## src/rtl/reg12_share_pkg.sv

```systemverilog
// Shared types, default widths and the round-robin pick helper
// for the 12-bit shared holding register arbiter.
package reg12_share_pkg;

  typedef enum logic {ARB, LOCKED} state_t;

  localparam int NUM_REQ_D  = 4;
  localparam int DATA_W_D   = 12;
  localparam int MAX_LOCK_D = 8;

  // Returns {found, idx[2:0]}; scans n requesters from ptr upward with wrap.
  function automatic logic [3:0] rr_pick(
    input logic [7:0] req,
    input logic [2:0] ptr,
    input int         n
  );
    logic [3:0] r;
    int         k;
    r = '0;
    for (int j = 0; j < 8; j++) begin
      if (j < n && !r[3]) begin
        k = (int'(ptr) + j) % n;
        if (req[k[2:0]]) r = {1'b1, k[2:0]};
      end
    end
    return r;
  endfunction

endpackage

```

## src/rtl/reg12_share_arbiter_if.sv

```systemverilog
// Requester-side bus of the shared register arbiter:
// requests, lock, data in; grant and register status out.
interface reg12_share_arbiter_if #(
    parameter int NUM_REQ = 4,
    parameter int DATA_W  = 12,
    parameter int OW      = $clog2(NUM_REQ)
);
  logic [NUM_REQ-1:0]        req;
  logic [NUM_REQ-1:0]        lock;
  logic [NUM_REQ*DATA_W-1:0] wdata;
  logic [NUM_REQ-1:0]        gnt;
  logic [DATA_W-1:0]         q_out;
  logic                      q_valid;
  logic [OW-1:0]             owner;
  logic                      locked;
  logic                      lock_expired;

  modport master (
    output req, lock, wdata,
    input  gnt, q_out, q_valid, owner, locked, lock_expired
  );

  modport slave (
    input  req, lock, wdata,
    output gnt, q_out, q_valid, owner, locked, lock_expired
  );
endinterface

```

## src/rtl/reg12_share_arbiter_rr_arbiter.sv

```systemverilog
// Plain round-robin picker: first set request at or after ptr,
// returned both one-hot and as an index.
module rr_arbiter
  import reg12_share_pkg::*;
#(
    parameter int N  = 4,
    parameter int IW = $clog2(N)
) (
    input  logic [N-1:0]  req_i,
    input  logic [IW-1:0] ptr_i,
    output logic [N-1:0]  gnt_o,
    output logic [IW-1:0] idx_o,
    output logic          found_o
);
  logic [7:0] req8;
  logic [2:0] ptr3;
  logic [3:0] pick;

  assign req8    = 8'(req_i);
  assign ptr3    = 3'(ptr_i);
  assign pick    = rr_pick(req8, ptr3, N);
  assign found_o = pick[3];
  assign idx_o   = IW'(pick[2:0]);
  assign gnt_o   = found_o ? ({{(N-1){1'b0}}, 1'b1} << idx_o) : '0;
endmodule

```

## src/rtl/reg12_share_arbiter.sv

```systemverilog
// Round-robin write arbiter and 12-bit holding register with
// bounded per-requester locking.
module reg12_share_arbiter
  import reg12_share_pkg::*;
#(
    parameter int NUM_REQ  = NUM_REQ_D,
    parameter int DATA_W   = DATA_W_D,
    parameter int MAX_LOCK = MAX_LOCK_D
) (
    input logic clk,
    input logic reset,
    reg12_share_arbiter_if.slave bus
);
  localparam int IW = $clog2(NUM_REQ);
  localparam int CW = $clog2(MAX_LOCK + 1);
  localparam logic [IW-1:0] LAST = IW'(NUM_REQ - 1);

  state_t              state_q, state_d;
  logic [IW-1:0]       ptr_q, ptr_d;
  logic [IW-1:0]       owner_q, owner_d;
  logic [CW-1:0]       cnt_q, cnt_d;
  logic                exp_q, exp_d;
  logic                valid_q;
  logic [DATA_W-1:0]   data_q;

  logic [NUM_REQ-1:0]  a_gnt, gnt;
  logic [IW-1:0]       a_idx, wr_idx;
  logic                a_found, wr_en;

  function automatic logic [IW-1:0] nxt(input logic [IW-1:0] i);
    return (i == LAST) ? '0 : i + IW'(1);
  endfunction

  rr_arbiter #(.N(NUM_REQ), .IW(IW)) u_rr (
    .req_i  (bus.req),
    .ptr_i  (ptr_q),
    .gnt_o  (a_gnt),
    .idx_o  (a_idx),
    .found_o(a_found)
  );

  // A lock owner bypasses the rotation entirely.
  always_comb begin
    gnt    = '0;
    wr_idx = a_idx;
    if (!reset) begin
      if (state_q == ARB) begin
        if (a_found) gnt = a_gnt;
      end else begin
        wr_idx = owner_q;
        if (bus.req[owner_q])
          gnt = {{(NUM_REQ-1){1'b0}}, 1'b1} << owner_q;
      end
    end
  end

  assign wr_en = |gnt;

  always_comb begin
    state_d = state_q;
    ptr_d   = ptr_q;
    owner_d = owner_q;
    cnt_d   = cnt_q;
    exp_d   = 1'b0;
    if (wr_en) owner_d = wr_idx;
    unique case (state_q)
      ARB: begin
        if (wr_en) begin
          ptr_d = nxt(wr_idx);
          if (bus.lock[wr_idx]) begin
            state_d = LOCKED;
            cnt_d   = CW'(1);
          end
        end
      end
      LOCKED: begin
        if (cnt_q == CW'(MAX_LOCK) || !bus.lock[owner_q]) begin
          state_d = ARB;
          ptr_d   = nxt(owner_q);
          cnt_d   = '0;
          exp_d   = (cnt_q == CW'(MAX_LOCK));
        end else begin
          cnt_d = cnt_q + CW'(1);
        end
      end
      default: state_d = ARB;
    endcase
  end

  always_ff @(posedge clk) begin
    if (reset) begin
      state_q <= ARB;
      ptr_q   <= '0;
      owner_q <= '0;
      cnt_q   <= '0;
      exp_q   <= 1'b0;
      valid_q <= 1'b0;
    end else begin
      state_q <= state_d;
      ptr_q   <= ptr_d;
      owner_q <= owner_d;
      cnt_q   <= cnt_d;
      exp_q   <= exp_d;
      if (wr_en) valid_q <= 1'b1;
    end
  end

  always_ff @(posedge clk) begin
    if (reset)
      data_q <= '0;
    else if (wr_en)
      data_q <= bus.wdata[wr_idx*DATA_W +: DATA_W];
  end

  assign bus.gnt          = gnt;
  assign bus.q_out        = data_q;
  assign bus.q_valid      = valid_q;
  assign bus.owner        = owner_q;
  assign bus.locked       = (state_q == LOCKED);
  assign bus.lock_expired = exp_q;
endmodule

```

## src/flat_wrapper.sv

```systemverilog
// flat-port wrapper written by rule: the top's interface ports become plain ports
module reg12_share_arbiter_flat import reg12_share_pkg::*;
#(
    parameter int NUM_REQ  = NUM_REQ_D,
    parameter int DATA_W   = DATA_W_D,
    parameter int MAX_LOCK = MAX_LOCK_D
)
  (clk, reset, bus_req, bus_lock, bus_wdata, bus_gnt, bus_q_out, bus_q_valid, bus_owner, bus_locked, bus_lock_expired);
  reg12_share_arbiter_if #(.NUM_REQ(NUM_REQ), .DATA_W(DATA_W)) bus_i ();
  input logic clk;
  input logic reset;
  input wire logic [$bits(bus_i.req)-1:0] bus_req;
  input wire logic [$bits(bus_i.lock)-1:0] bus_lock;
  input wire logic [$bits(bus_i.wdata)-1:0] bus_wdata;
  output wire logic [$bits(bus_i.gnt)-1:0] bus_gnt;
  output wire logic [$bits(bus_i.q_out)-1:0] bus_q_out;
  output wire logic [$bits(bus_i.q_valid)-1:0] bus_q_valid;
  output wire logic [$bits(bus_i.owner)-1:0] bus_owner;
  output wire logic [$bits(bus_i.locked)-1:0] bus_locked;
  output wire logic [$bits(bus_i.lock_expired)-1:0] bus_lock_expired;
  assign bus_i.req = bus_req;
  assign bus_i.lock = bus_lock;
  assign bus_i.wdata = bus_wdata;
  assign bus_gnt = bus_i.gnt;
  assign bus_q_out = bus_i.q_out;
  assign bus_q_valid = bus_i.q_valid;
  assign bus_owner = bus_i.owner;
  assign bus_locked = bus_i.locked;
  assign bus_lock_expired = bus_i.lock_expired;
  reg12_share_arbiter #(.NUM_REQ(NUM_REQ), .DATA_W(DATA_W), .MAX_LOCK(MAX_LOCK)) u_core (.clk(clk), .reset(reset), .bus(bus_i));
endmodule
```

## config.mk

```make
export PLATFORM = sky130hd
export DESIGN_NAME = reg12_share_arbiter_flat
export DESIGN_NICKNAME = d
export VERILOG_FILES = /design/src/rtl/reg12_share_pkg.sv /design/src/rtl/reg12_share_arbiter_if.sv /design/src/rtl/reg12_share_arbiter_rr_arbiter.sv /design/src/rtl/reg12_share_arbiter.sv /design/src/flat_wrapper.sv
export SDC_FILE = /design/constraint.sdc
export NUM_CORES = 1
export LEC_CHECK = 0
export BUFFER_PORTS_ARGS = -buffer_cell sky130_fd_sc_hd__buf_4
export CORE_MARGIN = 4
export CORE_UTILIZATION = 51
export DETAILED_ROUTE_END_ITERATION = 8
export GPL_ROUTABILITY_DRIVEN = 0
export PLACE_DENSITY = 0.86
export SLEW_MARGIN = 10
export SYNTH_ARGS = -nofsm -noshare
export SYNTH_HDL_FRONTEND = slang
export SYNTH_SLANG_ARGS = --single-unit
```

## constraint.sdc

```tcl
create_clock -name clk -period 5.98 [get_ports clk]
set_input_delay 1.196 -clock clk [delete_from_list [all_inputs] [get_ports clk]]
set_output_delay 1.196 -clock clk [all_outputs]
set_load 0.02 [all_outputs]
```

==> flow_metrics.env <==
export IMPL_status="complete, no violations"
export IMPL_drive_gt1_frac=0.423
export IMPL_min_period_ps=3910
export IMPL_p_int_w=0.000526
export IMPL_comb_power_share=0.658
export IMPL_layout_nets=331
export IMPL_fmax_mhz=256
export IMPL_cts_hold_buf=0
export IMPL_cp_buffers_inverters=2
export IMPL_area_growth_pct=35.6
export IMPL_crit_start="bus_req[2]"
export IMPL_dp_hpwl_mm=3.32
export IMPL_rsz0062_at_grt="false"
export IMPL_yosysMostFrequentCell="nand2_1"
export IMPL_grt_pass1_vias=1626
export IMPL_clock_latency_ps=320
export IMPL_p_per_area_mw_per_mm2=430
export IMPL_cp_slowest_cell="o41ai_1"
export IMPL_cts_tree="built"
export IMPL_fp_dieH_um=66.1
export IMPL_worstPathMaxFanout=5
export IMPL_io_buffers=78
export IMPL_crit_chain="buf_4, and2b_4, a221oi_4, nor2_1, o41ai_1, buf_4"
export IMPL_io_pins=79
export IMPL_drt_iter0_drc=77
export IMPL_endpoint_kind="output pin"
export IMPL_switching_share=0.476
export IMPL_core_mm2=0.00313
export IMPL_crit_type="in2out"
export IMPL_cts_setup_buffers=0
export IMPL_ir_drop_v=0.000210
export IMPL_synthArstFlopShare=0
export IMPL_hold_violations=0
export IMPL_finalMaxSlewViolations=0
export IMPL_dp_slack_ps=2070
export IMPL_grt_pass1_wl_mm=7.22
export IMPL_synth_common_cells="nand2_1 (31), dfxtp_1 (23), a21oi_1 (17)"
export IMPL_layout_setup_ws_ps=2070
export IMPL_seqPwrFrac=0.267
export IMPL_drt_antenna_violating_nets=0
export IMPL_synth_top_area_share=0.268
export IMPL_drv_cap=0
export IMPL_switchingPower_w=0.000478
export IMPL_arrival_ps=2710
export IMPL_clock_skew_final_ps=10.8
export IMPL_first_pass_iters=5
export IMPL_synthTopCellsByArea="dfxtp_1 (27%), mux2i_1 (8.7%), mux2_2 (7.9%), nand2_1 (6.8%), o211ai_1 (5.2%)"
export IMPL_antenna_found_initial=0
export IMPL_antenna_cells=0
export IMPL_r2r_start="u_core.bus.owner[0]$_SDFFE_PP0P_"
export IMPL_syn_area_per_cell_um2=9.01
export IMPL_clock_tree_root_cell="clkbuf_4"
export IMPL_wl_mm=4.36
export IMPL_ys_seq_area_frac=0.268
export IMPL_clk_pin_slew_ps=140
export IMPL_avgViaCountPerCell=5.55
export IMPL_cpMostUsedCell="buf_4"
export IMPL_setup_violations=0
export IMPL_worst_slew_pin_slew_ps=643
export IMPL_yosysWarningCount=0
export IMPL_p_leak_nw=1.03
export IMPL_slew_headroom=0.572
export IMPL_finalSetupTns_ps=0
export IMPL_worstHoldStart="u_core.bus.q_out[4]$_SDFFE_PP0P_"
export IMPL_crit_family="compound AO/OA/AOI/OAI gates"
export IMPL_die_area_mm2=0.00437
export IMPL_synth_edff_count=0
export IMPL_overflow=0
export IMPL_syn_instance_count=191
export IMPL_cts_buffers=3
export IMPL_clockPowerShare=0.075
export IMPL_syn_nets=256
export IMPL_grt_start_max_net_pins=30
export IMPL_cts_resized=0
export IMPL_num_rows=20
export IMPL_drc=0
export IMPL_cts_sinks=23
export IMPL_cp_required_ps=4780
export IMPL_synth_top_cell_by_area="dfxtp_1"
export IMPL_htreeDepth=1
export IMPL_start_util=0.550
export IMPL_vias=1715
export IMPL_synth_seq_cells=23
export IMPL_synth_main_ff_cell="dfxtp_1"
export IMPL_hold_class="reg2reg"
export IMPL_grtUsageTotal=0.209
export IMPL_period_share=0.654
export IMPL_ctsLongestPathBuffers=2
export IMPL_fp_dieW_um=66.1
export IMPL_syn_area_mm2=0.00172
export IMPL_netlist_cell_type_count=43
export IMPL_cp_start_kind="input port"
export IMPL_critPathMaxStageDelay_ps=540
export IMPL_post_drt_wl_per_cell_um=14.1
## tightest hold or removal path, cell delays in order, from the launching register on
cell,delay (ps)
dfxtp_1,340
nand2_1,50
a21oi_1,50
## layout make-up
type,count,area [um^2]
multi-input combinational,148,1150
fill,228,795
timing repair buffer,81,608
sequential,23,460
tap,44,55.1
inverter,9,33.8
clock buffer,3,22.5
clock inverter,1,5.00
## cell usage in the layout (no fill, tap or decap), types with 3 or more instances in the layout
cell,n
or2_2,3
mux2i_1,14
dfxtp_1,23
inv_1,9
buf_4,81
ha_1,7
a21oi_1,17
mux2_2,12
a32o_1,3
nand2_1,31
a211oi_1,4
clkbuf_4,3
o21ai_0,3
nor2_1,10
o211ai_1,12
## cell families after synthesis
kind of cell,synth area share
compound gates,0.241
fa+ha+maj,0.0509
buf+inv,0.0669
flops,0.268
mux,0.209
simple gates,0.164
## power by group through the flow
stage,logic (W),registers [W],clock network [W]
final,0.000661,0.000268,0.0000753
after global routing,0.000729,0.000279,0.0000811
after CTS,0.000665,0.000267,0.0000776
after detailed placement,0.000662,0.000270,0
after global placement,0.000652,0.000269,0
after floorplan,0.000436,0.000309,0
## final timing paths
| path | to | slack, ps | cells past startpoint |
|---|---|---|---|
| worst min register to register | u_core.bus.q_out[4]$_SDFFE_PP0P_ | 460 | 2 |
| worst min-delay path | u_core.bus.q_out[4]$_SDFFE_PP0P_ | 460 | 2 |
| worst max register to register | u_core.ptr_q[1]$_SDFFE_PP0P_ | 2890 | 6 |
| worst max-delay path | bus_gnt[0] | 2070 | 6 |
## sequential cells by signal, indices dropped and copies added, names as in the netlist
name	count
u_core.bus.lock_expired	1
u_core.bus.locked	1
u_core.bus.owner	2
u_core.bus.q_out	12
u_core.bus.q_valid	1
u_core.cnt_q	4
u_core.ptr_q	2
## through the flow
step	utilization	hold slack (ps)	cell area (um^2)	std cells	power, W
6_report	0.746	463	2330	309	0.00100
5_1_grt	0.746	489	2330	309	0.00109
4_1_cts	0.746	464	2330	309	0.00101
3_5_place_dp	0.737	445	2310	305	0.000932
3_3_place_gp	0.737	439	2310	305	0.000921
2_1_floorplan	-	498	1720	191	0.000745
## layer usage
metal | share of wire | vias up | global-route usage
met3 | 0.081 | 4 | 0.0442
met1 | 0.43 | 783 | 0.280
met5 | 0 | - | 0
met4 | 0.011 | 0 | 0.0838
met2 | 0.48 | 74 | 0.325
li1 | - | 854 | -
(Power assumes the default switching activity.)
